<file path="src/rtl/key_filter_pkg.sv">
// Shared types and helpers for the key_filter push-button conditioner.
package key_filter_pkg;

    typedef enum logic [2:0] {
        IDLE,
        PRESS_FILT,
        DOWN,
        LONG_HELD,
        REL_FILT
    } key_state_e;

    // Counter width large enough to hold the largest of the three cycle thresholds.
    function automatic int unsigned cnt_width(input int unsigned deb_cycles,
                                              input int unsigned long_cycles,
                                              input int unsigned rep_cycles);
        int unsigned max_cycles;
        max_cycles = deb_cycles;
        if (long_cycles > max_cycles) max_cycles = long_cycles;
        if (rep_cycles > max_cycles) max_cycles = rep_cycles;
        if (max_cycles < 2) return 1;
        return $clog2(max_cycles + 1);
    endfunction

endpackage

</file>
<file path="src/rtl/key_filter_ch.sv">
// One key channel: 2-flop synchroniser, debounce/long-press FSM and registered event outputs.
// Auto-repeat in LONG_HELD is built only when KEY_FILTER_REPEAT_EN is defined.
module key_filter_ch
    import key_filter_pkg::*;
#(
    parameter int unsigned DEBOUNCE_CYCLES   = 540_000,
    parameter int unsigned LONG_PRESS_CYCLES = 13_500_000,
    parameter int unsigned REPEAT_CYCLES     = 2_700_000
) (
    input  logic sys_clk,
    input  logic sys_rst_n,
    input  logic i_key_n,
    output logic o_level,
    output logic o_press,
    output logic o_release,
    output logic o_long
);

    localparam int unsigned CNT_W = cnt_width(DEBOUNCE_CYCLES, LONG_PRESS_CYCLES, REPEAT_CYCLES);

    localparam logic [CNT_W-1:0] CNT_ONE   = CNT_W'(1);
    localparam logic [CNT_W-1:0] DEB_LAST  = CNT_W'(DEBOUNCE_CYCLES - 1);
    localparam logic [CNT_W-1:0] LONG_LAST = CNT_W'(LONG_PRESS_CYCLES - 1);
`ifdef KEY_FILTER_REPEAT_EN
    localparam logic [CNT_W-1:0] REP_LAST  = CNT_W'(REPEAT_CYCLES - 1);
`endif

    logic             r_sync1;
    logic             r_sync2;
    key_state_e       r_state;
    logic [CNT_W-1:0] r_cnt;
    logic [CNT_W-1:0] r_rel_cnt;
    logic             r_was_long;
    logic             r_level;
    logic             r_press;
    logic             r_release;
    logic             r_long;

    logic             w_pressed;
    logic [CNT_W-1:0] w_cnt_inc;
    logic [CNT_W-1:0] w_rel_inc;

    always_ff @(posedge sys_clk or negedge sys_rst_n) begin
        if (!sys_rst_n) begin
            r_sync1 <= 1'b1;
            r_sync2 <= 1'b1;
        end else begin
            r_sync1 <= i_key_n;
            r_sync2 <= r_sync1;
        end
    end

    assign w_pressed = ~r_sync2;

    // Counters saturate at all-ones instead of wrapping.
    assign w_cnt_inc = (r_cnt == '1) ? r_cnt : r_cnt + CNT_ONE;
    assign w_rel_inc = (r_rel_cnt == '1) ? r_rel_cnt : r_rel_cnt + CNT_ONE;

    always_ff @(posedge sys_clk or negedge sys_rst_n) begin
        if (!sys_rst_n) begin
            r_state    <= IDLE;
            r_cnt      <= '0;
            r_rel_cnt  <= '0;
            r_was_long <= 1'b0;
            r_level    <= 1'b0;
            r_press    <= 1'b0;
            r_release  <= 1'b0;
            r_long     <= 1'b0;
        end else begin
            r_press   <= 1'b0;
            r_release <= 1'b0;
            r_long    <= 1'b0;

            case (r_state)
                IDLE: begin
                    r_cnt     <= '0;
                    r_rel_cnt <= '0;
                    if (w_pressed) begin
                        r_state <= PRESS_FILT;
                        r_cnt   <= CNT_ONE;
                    end
                end

                PRESS_FILT: begin
                    if (!w_pressed) begin
                        r_state <= IDLE;
                        r_cnt   <= '0;
                    end else if (r_cnt == DEB_LAST) begin
                        r_state <= DOWN;
                        r_cnt   <= '0;
                        r_level <= 1'b1;
                        r_press <= 1'b1;
                    end else begin
                        r_cnt <= w_cnt_inc;
                    end
                end

                DOWN: begin
                    if (!w_pressed) begin
                        r_state    <= REL_FILT;
                        r_rel_cnt  <= CNT_ONE;
                        r_was_long <= 1'b0;
                    end else if (r_cnt == LONG_LAST) begin
                        r_state <= LONG_HELD;
                        r_cnt   <= '0;
                        r_long  <= 1'b1;
                    end else begin
                        r_cnt <= w_cnt_inc;
                    end
                end

                LONG_HELD: begin
                    if (!w_pressed) begin
                        r_state    <= REL_FILT;
                        r_rel_cnt  <= CNT_ONE;
                        r_was_long <= 1'b1;
                    end
`ifdef KEY_FILTER_REPEAT_EN
                    else if (r_cnt == REP_LAST) begin
                        r_cnt  <= '0;
                        r_long <= 1'b1;
                    end else begin
                        r_cnt <= w_cnt_inc;
                    end
`endif
                end

                REL_FILT: begin
                    if (w_pressed) begin
                        // Bounce: resume the frozen hold count, counting this cycle as held.
                        r_rel_cnt <= '0;
                        if (r_was_long) begin
                            r_state <= LONG_HELD;
`ifdef KEY_FILTER_REPEAT_EN
                            if (r_cnt == REP_LAST) begin
                                r_cnt  <= '0;
                                r_long <= 1'b1;
                            end else begin
                                r_cnt <= w_cnt_inc;
                            end
`endif
                        end else if (r_cnt == LONG_LAST) begin
                            r_state <= LONG_HELD;
                            r_cnt   <= '0;
                            r_long  <= 1'b1;
                        end else begin
                            r_state <= DOWN;
                            r_cnt   <= w_cnt_inc;
                        end
                    end else if (r_rel_cnt == DEB_LAST) begin
                        r_state    <= IDLE;
                        r_cnt      <= '0;
                        r_rel_cnt  <= '0;
                        r_was_long <= 1'b0;
                        r_level    <= 1'b0;
                        r_release  <= 1'b1;
                    end else begin
                        r_rel_cnt <= w_rel_inc;
                    end
                end

                default: begin
                    r_state <= IDLE;
                    r_cnt   <= '0;
                end
            endcase
        end
    end

    assign o_level   = r_level;
    assign o_press   = r_press;
    assign o_release = r_release;
    assign o_long    = r_long;

endmodule

</file>
<file path="src/rtl/key_filter.sv">
// Multi-channel active-low key conditioner: one independent key_filter_ch per key pin.
// Optional auto-repeat of the long-press event: define KEY_FILTER_REPEAT_EN.
module key_filter
    import key_filter_pkg::*;
#(
    parameter int unsigned NUM_KEYS          = 2,
    parameter int unsigned DEBOUNCE_CYCLES   = 540_000,
    parameter int unsigned LONG_PRESS_CYCLES = 13_500_000,
    parameter int unsigned REPEAT_CYCLES     = 2_700_000
) (
    input  logic                sys_clk,
    input  logic                sys_rst_n,
    input  logic [NUM_KEYS-1:0] key_n,
    output logic [NUM_KEYS-1:0] key_level,
    output logic [NUM_KEYS-1:0] key_press,
    output logic [NUM_KEYS-1:0] key_release,
    output logic [NUM_KEYS-1:0] key_long
);

    for (genvar g = 0; g < NUM_KEYS; g++) begin : g_ch
        key_filter_ch #(
            .DEBOUNCE_CYCLES  (DEBOUNCE_CYCLES),
            .LONG_PRESS_CYCLES(LONG_PRESS_CYCLES),
            .REPEAT_CYCLES    (REPEAT_CYCLES)
        ) u_ch (
            .sys_clk  (sys_clk),
            .sys_rst_n(sys_rst_n),
            .i_key_n  (key_n[g]),
            .o_level  (key_level[g]),
            .o_press  (key_press[g]),
            .o_release(key_release[g]),
            .o_long   (key_long[g])
        );
    end

endmodule

</file>
<file path="config.mk">
export PLATFORM = sky130hd
export DESIGN_NAME = key_filter
export DESIGN_NICKNAME = d
export VERILOG_FILES = /design/src/rtl/key_filter_pkg.sv /design/src/rtl/key_filter_ch.sv /design/src/rtl/key_filter.sv
export SDC_FILE = /design/constraint.sdc
export NUM_CORES = 1
export LEC_CHECK = 0
export CAP_MARGIN = 10
export CORE_MARGIN = 5
export CORE_UTILIZATION = 60
export DETAILED_ROUTE_END_ITERATION = 12
export PLACE_DENSITY = 0.77
export SKIP_CTS_REPAIR_TIMING = 1
export SYNTH_ARGS = -nofsm -noshare
export SYNTH_HDL_FRONTEND = slang
export SYNTH_SLANG_ARGS = --single-unit
</file>
<file path="constraint.sdc">
create_clock -name sys_clk -period 2.9 [get_ports sys_clk]
set_input_delay 0.87 -clock sys_clk [delete_from_list [all_inputs] [get_ports sys_clk]]
set_output_delay 0.87 -clock sys_clk [all_outputs]
set_load 0.1 [all_outputs]
</file>
# == Word-level counts from Yosys, hierarchy flattened ==
# Index checks and enable logic that the tools add are counted.
# word_totals
reg_bits,116
in_bits,4
out_inout_bits,8
wordCells,182
# classes
add_sub_neg,4
eq_ne,46
muxes,90
n_bitwise,2
n_reduce_logical,20
# ops
operator,n
$mux 24,24
$pmux 24 s5,2
$eq 24x24->1 const B,6
$pmux 24 s3,2
$add 24x1->24 const B,4
$eq 24x20->1 const B,4
$mux 3,18
$mux 1,36
$pmux 3 s5,2
$reduce_and 5->1,6
$ne 2x1->1 const B,12
$eq 3x2->1 const B,4
$ne 2x2->1 const B,6
$ne 3x1->1 const B,4
$reduce_bool 3->1,4
$ne 4x4->1 const B,2
$pmux 1 s2,4
$reduce_and 4->1,2
$eq 3x1->1 const B,2
$eq 3x3->1 const B,2
$logic_not 3->1,2
$ne 3x2->1 const B,2
$ne 3x3->1 const B,2
$pmux 1 s3,2
other kinds (4),8

# == Longest topological paths before layout ==
# Gate-level depths: netlist of run 1.
# logic_depth
ltp_word,6
depth_mapped,9
mapped_depth_nobuf,7

# == Modules after synthesis ==
# Synthesis of run 1 repeated with hierarchy kept, for this count alone.
# hier_totals
cells_unflattened,797
area_unflattened_um2,7131.8
# modules_own_cells
module,n_inst,cells_per_inst,area_per_inst_um2,seq_area_each_um2
key_filter_ch at g_ch[0].u_ch,1,410,3621.0,1453.9
key_filter_ch at g_ch[1].u_ch,1,387,3510.9,1453.9

# == Least setup slack after synthesis of run 1 ==
# Ideal clock, no wire load.
# synth_timing
path_type,flip-flop to flip-flop
from,reg g_ch[0].u_ch.r_rel_cnt[9]
to,reg g_ch[0].u_ch.r_cnt[12]
setup_time_ns,0.083
arrival_ns,2.062
t_required_ns,2.817
slack_ns,0.756
stages_incl_launch_ff,7
path_buffers,0
path_cell_list,dfrtp_1 -> or4b_4 -> nor4_4 -> a21o_4 -> nand2_4 -> or4b_1 -> o21ai_0
# synth_via
elab_chain_cells,3
# synth_lines
item,line,source
"start, declared",key_filter_ch.sv:32,logic [CNT_W-1:0] r_rel_cnt;
"start signal, assigned",key_filter_ch.sv:158,r_rel_cnt <= w_rel_inc;
$eq 24x20->1,key_filter_ch.sv:150,end else if (r_rel_cnt == DEB_LAST) begin
$ne 3x3->1 (no line),-,
$reduce_and 4->1 (no line),-,
"end signal, assigned",key_filter_ch.sv:94,r_cnt <= w_cnt_inc;
"end signal, assigned",key_filter_ch.sv:108,r_cnt <= w_cnt_inc;
"end signal, assigned",key_filter_ch.sv:148,r_cnt <= w_cnt_inc;
"end, declared",key_filter_ch.sv:31,logic [CNT_W-1:0] r_cnt;
# Every way passes these cells.
# A chain may end at the register's enable or synchronous reset.

# == Worst setup path after layout of run 1 ==
# layout_timing
from,reg g_ch[1].u_ch.r_cnt[21]
to,reg g_ch[1].u_ch.r_cnt[20]
# layout_via
elab_chain_cells,6
# layout_lines
item,line,source
"start, declared",key_filter_ch.sv:31,
"start signal, assigned",key_filter_ch.sv:94,
"start signal, assigned",key_filter_ch.sv:108,
"start signal, assigned",key_filter_ch.sv:148,
$eq 24x24->1,key_filter_ch.sv:56,assign w_cnt_inc = (r_cnt == '1) ? r_cnt : r_cnt + CNT_ONE;
$mux 24,key_filter_ch.sv:56,
$mux 24,"key_filter_ch.sv:103, key_filter_ch.sv:142",
$mux 24,key_filter_ch.sv:132,if (r_was_long) begin
$mux 24,key_filter_ch.sv:129,if (w_pressed) begin
$pmux 24 s5 (*),key_filter_ch.sv:74,case (r_state)
# Mark *: on every way between the ends. The rest lies on a longest branch, timed or not. The select of a mux whose other input is x is not followed.

==> impl_metrics.py, run 1 <==
metrics = {
    "floorplan": {
        "fp.dieW_microns": 118,
        "start_util_pct": 61.2,
        "dieArea_sq_um": 13800,
        "ioPinCount": 12,
        "design.core.area_sq_um": 11400,
        "num_rows": 39,
        "die_h_microns": 118,
    },
    "cells_and_area": {
        "drive_above_1_share_pct": 9.82,
        "n_fill_cell": 892,
        "fin_cells": 968,
        "nNetsFinal": 820,
        "antenna_cells": 0,
        "syn_to_final_growth_pct": 11.2,
        "utilization_pct": 68.0,
    },
    "worst_setup_path": {
        "end_kind": "register",
        "cp.arrival_ns": 3.01,
        "reg2reg_slack_ns": 0.19,
        "critPathMaxFanout": 10,
        "crit_type": "register to register",
        "r2r-end": "g_ch[1].u_ch.r_cnt[20]$_DFFE_PN0P_",
        "required_ns": 3.21,
        "critPathLaunchType": "register",
        "r2r-start": "g_ch[1].u_ch.r_cnt[21]$_DFFE_PN0P_",
        "rr_worst_depth": 7,
    },
    "route": {
        "first_pass_iters": 5,
        "drtAntennaViolNets": 0,
        "via_per_inst": 6.68,
        "routed_wl_mm": 17.3,
        "drc": 0,
        "num_vias": 6463,
        "wl_per_cell_microns": 17.9,
        "drtIter0Drc": 767,
    },
    "synth": {
        "synth-compound-area-share_pct": 18.5,
        "synth_edf_count": 0,
        "syn_nets": 812,
        "ys_seq_elements": 116,
        "synthMuxAreaShare_pct": 0.288,
        "synth_cells": 804,
        "synthXorXnorAreaFrac_pct": 3.27,
        "synth_ff_type": "dfrtp_1",
        "yosys_warnings": 0,
        "synthSimpleGateAreaFrac_pct": 30.8,
        "synth_cell_types": 74,
        "synth_fa_ha_area_share_pct": 0.720,
        "async_flop_share_pct": 100,
        "syn_area_sq_um": 6960,
        "synth_top_family_by_area": "simple AND/OR/NAND/NOR gates",
        "ys_seq_area_share_pct": 41.8,
        "postSynthAreaPerCell_sq_um": 8.65,
    },
    "pwr": {
        "irDropWorstVdd_uv": 502,
        "power_per_cell_area_nw_per_um2": 609,
        "p_leak_nw": 3.13,
    },
    "cts": {
        "clock_latency_ns": 0.42,
        "cts.sinks": 116,
        "h-tree-depth": 4,
        "clockBufferDepth": 2,
        "clock-root-buffer": "clkbuf_16",
        "cts_inserted_buffers": 17,
        "clk_pin_slew_ns": 0.05,
        "tritoncts": "done",
    },
    "min_path": {
        "holdPathEnd": "g_ch[1].u_ch.r_sync2$_DFF_PN1_",
        "hold-path-cell-count": 0,
        "hp-start": "g_ch[1].u_ch.r_sync1$_DFF_PN1_",
        "min_path_type": "register to register",
    },
    "timing": {
        "skew_ns": 0.0105,
        "fin_setup_tns_ns": 0,
        "setup_viol": 0,
        "max_clock_freq_mhz": 369,
        "period_needed_ns": 2.71,
        "worst_pin_slew_ns": 1.17,
        "worst_hold_slack_ns": 0.360,
        "finalMaxSlewViolations": 0,
        "hold_violations": 0,
        "maxSlewHeadroom_pct": 22.3,
        "rsz0062_at_grt": "false",
        "fin_crit_sh_pct": 93.4,
    },
    "outcome": {
        "status": "finished, final reports clean",
    },
    "global_routing": {
        "grt_pass1_wl_mm": 29.6,
        "grt_util_all_layers_pct": 25.4,
        "grt_pass1_vias": 6205,
        "antenna_found_initial": 0,
        "grt_start_max_net_pins": 47,
        "grt_overflow_total": 0,
    },
    "place": {
        "io_buffer_count": 11,
        "dp_cells": 936,
        "hpwl_mm": 12.0,
        "gp_congestion": 0.961,
    },
    "run": {
        "maxCapViolations": 0,
    },
}
flip-flops by register name, indices dropped and copies added, names as in the netlist:
register              cells
g_ch.u_ch.o_long          2
g_ch.u_ch.o_press         2
g_ch.u_ch.r_state         6
g_ch.u_ch.r_rel_cnt      48
g_ch.u_ch.o_level         2
g_ch.u_ch.r_sync2         2
g_ch.u_ch.o_release       2
g_ch.u_ch.r_cnt          48
g_ch.u_ch.r_sync1         2
g_ch.u_ch.r_was_long      2
placed cells by master, fill, tap and decap left out, types with 9 or more instances in the layout:
cell type	Yosys	final
a21o_1	9	9
a21oi_1	49	49
a22o_1	11	11
a31oi_1	15	15
and2_1	9	9
and3_1	16	16
and4_1	16	16
buf_4	11	31
clkbuf_16	0	17
dfrtp_1	112	112
inv_1	24	24
nand2_1	54	54
nand3_1	44	44
nand4_1	48	48
nor2_1	81	81
nor3_1	29	29
nor4_1	20	20
nor4b_1	12	12
o21ai_0	63	63
or3_1	12	12
xnor2_1	10	10
xor2_1	16	16
layer usage:
metal / GRT usage [%] / wire length [microns]
met1: 34.2 / 7400
met2: 39.5 / 8180
met3: 4.71 / 1250
met4: 12.3 / 487
met5: 0 / 0
Yosys cell counts, drive strengths merged (21+ instances only):
library cell / n / area, sq um
nand2: 55 / 214
nand3: 44 / 220
nor2: 82 / 310
dfrtp: 112 / 2800
a21oi: 50 / 254
nand4: 49 / 313
o21ai: 66 / 334
buf: 24 / 150
nor4: 23 / 180
clkbuf: 21 / 78.8
inv: 24 / 90.1
nor3: 29 / 145
power breakdown:
| part | total, mW | internal (mW) | switching, mW |
|---|---|---|---|
| sequential | 1.78 | 1.69 | 0.0978 |
| clock | 2.03 | 1.31 | 0.722 |
| combinational | 0.904 | 0.291 | 0.613 |
per-stage QoR:
| step | instance area, sq um | total power, mW | setup WS, ns |
|---|---|---|---|
| final | 7740 | 4.72 | 0.192 |
| after global routing | 7740 | 4.92 | 0.0676 |
| after CTS | 7740 | 4.71 | 0.292 |
| after detailed placement | 7180 | 2.70 | 0.318 |
| after global placement | 7180 | 2.66 | 0.417 |
| after floorplan | 6960 | 2.41 | 0.756 |
worst max-delay path: stages (launching register included):
cell and delay [ns]:
dfrtp_1 0.44, nor4b_1 0.60, nand4_1 0.29, o2111ai_1 0.28, and3_1 0.43, buf_4 0.21
o21ai_0 0.10, a22o_1 0.24
worst max path at each step:
stage / from / to / slack (ns) / cells after the start
after global routing: g_ch[1].u_ch.r_cnt[17]$_DFFE_PN0P_ / g_ch[1].u_ch.r_cnt[20]$_DFFE_PN0P_ / 0.07 / 7
after detailed placement: g_ch[1].u_ch.r_cnt[17]$_DFFE_PN0P_ / g_ch[1].u_ch.r_cnt[20]$_DFFE_PN0P_ / 0.32 / 7
after CTS: g_ch[1].u_ch.r_cnt[21]$_DFFE_PN0P_ / g_ch[1].u_ch.r_cnt[20]$_DFFE_PN0P_ / 0.29 / 7
final: g_ch[1].u_ch.r_cnt[21]$_DFFE_PN0P_ / g_ch[1].u_ch.r_cnt[20]$_DFFE_PN0P_ / 0.19 / 7
after floorplan: g_ch[0].u_ch.r_rel_cnt[9]$_DFFE_PN0P_ / g_ch[0].u_ch.r_cnt[12]$_DFFE_PN0P_ / 0.76 / 6
after global placement: g_ch[1].u_ch.r_cnt[21]$_DFFE_PN0P_ / g_ch[1].u_ch.r_cnt[20]$_DFFE_PN0P_ / 0.42 / 7
kinds of logic after synthesis:
family / after synthesis
compound gates: 203
xor+xnor: 26
fa+ha+maj: 4
buf+inv: 69
flops: 116
mux: 2
simple gates: 384
area by class of cell:
type | instances | area, sq um | area share [%]
well taps | 143 | 179 | 2.31
flip-flops and latches | 116 | 2910 | 37.6
multi-input cells | 619 | 3730 | 48.2
clock buffers | 27 | 483 | 6.24
clock inverters | 5 | 75.1 | 0.970
repair buffers | 34 | 273 | 3.53
inverters | 24 | 90.1 | 1.16
Power figures use the tool's default switching activity.
==> run 2, diff against run 1 <==
--- a/config.mk
+++ b/config.mk
@@ -10,7 +10,6 @@
 export CORE_UTILIZATION = 60
 export DETAILED_ROUTE_END_ITERATION = 12
 export PLACE_DENSITY = 0.77
-export SKIP_CTS_REPAIR_TIMING = 1
 export SYNTH_ARGS = -nofsm -noshare
 export SYNTH_HDL_FRONTEND = slang
 export SYNTH_SLANG_ARGS = --single-unit
==> results of run 2 <==
Same layout as run 1: the final DEF is identical, and so are final timing and power.
==> run 3, diff against run 2 <==
==> constraint.sdc (replaced) <==
create_clock -name sys_clk -period 3.1 [get_ports sys_clk]
set_input_delay 0.93 -clock sys_clk [delete_from_list [all_inputs] [get_ports sys_clk]]
set_output_delay 0.93 -clock sys_clk [all_outputs]
set_load 0.1 [all_outputs]
==> run 3 against run 2 <==
Against the previous run:
- via count increased by 1.4%
- power decreased by 1.2%
- hold slack got worse by 0.0016 ns
- sequential power decreased by 6%
- critical path depth unchanged
- largest power group unchanged
- highest routed layer unchanged
==> impl_metrics.py, run 3 (synthesis gave the netlist of run 1 again) <==
metrics = {
    "pwr": {
        "irDropWorstVdd_uv": 459,
        "p_leak_nw": 3.13,
        "power.total_mw": 4.66,
        "power_per_cell_area_nw_per_um2": 601,
    },
    "route": {
        "routed_wl_mm": 17.9,
        "via_per_inst": 6.83,
        "drtIter0Drc": 952,
        "num_vias": 6556,
        "first_pass_iters": 5,
        "drtAntennaViolNets": 0,
        "wl_per_cell_microns": 18.7,
        "drc": 0,
    },
    "cells_and_area": {
        "antenna_cells": 0,
        "layout_common_cells": "112 x dfrtp_1, 81 x nor2_1, 63 x o21ai_0, 54 x nand2_1, 49 x a21oi_1",
        "drive_above_1_share_pct": 9.67,
        "fin_cells": 960,
        "utilization_pct": 68.2,
        "syn_to_final_growth_pct": 11.5,
        "finalInstanceArea_sq_um": 7760,
        "nNetsFinal": 812,
        "reg_top3": "g_ch.u_ch.r_cnt x48, g_ch.u_ch.r_rel_cnt x48, g_ch.u_ch.r_state x6",
        "final_common_cell": "dfrtp_1",
    },
    "timing": {
        "worst_pin_slew_ns": 1.10,
        "maxSlewHeadroom_pct": 27.0,
        "hold_violations": 0,
        "max_clock_freq_mhz": 361,
        "finalMaxSlewViolations": 0,
        "skew_ns": 0.00963,
        "setup_viol": 0,
        "period_needed_ns": 2.77,
        "setup_ws_ns": 0.327,
        "fin_crit_sh_pct": 89.5,
        "worst_hold_slack_ns": 0.359,
        "rsz0062_at_grt": "false",
        "fin_setup_tns_ns": 0,
    },
    "floorplan": {
        "design.core.area_sq_um": 11400,
        "dieArea_sq_um": 13800,
        "start_util_pct": 61.2,
        "num_rows": 39,
        "ioPinCount": 12,
        "die_h_microns": 118,
        "fp.dieW_microns": 118,
    },
    "worst_setup_path": {
        "slowest_delay_ns": 0.85,
        "end_kind": "register",
        "critPathLaunchType": "register",
        "cp.arrival_ns": 3.13,
        "cpMaxStageDelayCell": "nor2_1",
        "crit_type": "register to register",
        "critPathMaxFanout": 14,
        "path_cells": "ha_1 > and4_1 > nand4_1 > o2111ai_1 > and3_1 > nor2_1 > a32o_1",
        "required_ns": 3.45,
    },
    "cts": {
        "post_cts_buffers": 0,
        "cts_resized": 0,
        "cts-hold-fix-buffers": 0,
        "cts_inserted_buffers": 17,
        "clk_pin_slew_ns": 0.06,
        "clock_latency_ns": 0.42,
        "cts.sinks": 116,
        "h-tree-depth": 4,
        "clock-root-buffer": "clkbuf_16",
        "tritoncts": "done",
        "clockBufferDepth": 2,
    },
    "global_routing": {
        "grt_overflow_total": 0,
        "grt_start_max_net_pins": 79,
        "grt_pass1_vias": 6397,
        "grt_pass1_wl_mm": 30.7,
        "grt_util_all_layers_pct": 26.2,
        "antenna_found_initial": 0,
    },
    "run": {
        "maxCapViolations": 0,
    },
    "place": {
        "placed_area_sq_um": 7110,
        "hpwl_mm": 11.7,
        "io_buffer_count": 11,
        "dp_cells": 927,
        "gp_congestion": 0.936,
        "dpl_worst_slack_ns": 0.392,
    },
    "outcome": {
        "status": "finished, final reports clean",
    },
    "min_path": {
        "min_path_type": "register to register",
    },
}
## run 3: cell count changes in the layout (fill, tap and decap cells not counted)
cell       previous run  this run
buf_4                31        23
clkinv_2              3         6
bufinv_16             2         5
clkbuf_1              8         2
## run 3: power by group
part | internal, mW | switching [mW] | total, mW
Combinational | 0.264 | 0.581 | 0.845
Sequential | 1.58 | 0.0943 | 1.67
Clock | 1.46 | 0.687 | 2.14
Total | 3.30 | 1.36 | 4.66
## run 3: path summary, 6_finish.rpt
kind | endpoint | cells past startpoint | slack, ns | from
setup / recovery | g_ch[1].u_ch.r_cnt[1]$_DFFE_PN0P_ | 7 | 0.33 | g_ch[1].u_ch.r_cnt[0]$_DFFE_PN0P_
hold / removal | g_ch[1].u_ch.r_sync2$_DFF_PN1_ | 0 | 0.36 | g_ch[1].u_ch.r_sync1$_DFF_PN1_
setup reg to reg | g_ch[1].u_ch.r_cnt[1]$_DFFE_PN0P_ | 7 | 0.33 | g_ch[1].u_ch.r_cnt[0]$_DFFE_PN0P_
hold reg to reg | g_ch[1].u_ch.r_sync2$_DFF_PN1_ | 0 | 0.36 | g_ch[1].u_ch.r_sync1$_DFF_PN1_
max in group asynchronous | g_ch[0].u_ch.r_cnt[5]$_DFFE_PN0P_ | 2 | 2.15 | sys_rst_n
min in group asynchronous | g_ch[1].u_ch.r_rel_cnt[9]$_DFFE_PN0P_ | 2 | 0.53 | sys_rst_n
## run 3: critical path: cells and delay by family (launching register included)
kind / cells / cell delay, ns
flip-flops: 1 / 0.42
AND/OR/NAND/NOR: 4 / 1.56
adder cells (fa/ha/maj): 1 / 0.26
AO/OA/AOI/OAI: 2 / 0.44
## run 3: final cells by class
class                      count  area (sq um)
clock buffer                  21           460
multi-input combinational    619          3730
sequential                   116          2910
inverter                      24          90.1
fill                         885          3610
tap                          143           179
timing repair buffer          26           213
clock inverter                11           180
## run 3: metal layers
metal	routed length [microns]	track usage (%)	vias up	part of all wire (%)
li1	-	-	3048	-
met1	7450	34.5	3104	42
met2	8640	42.1	343	48
met3	1400	5.53	61	7.8
met4	425	11.0	0	2.4
met5	0	0	-	0
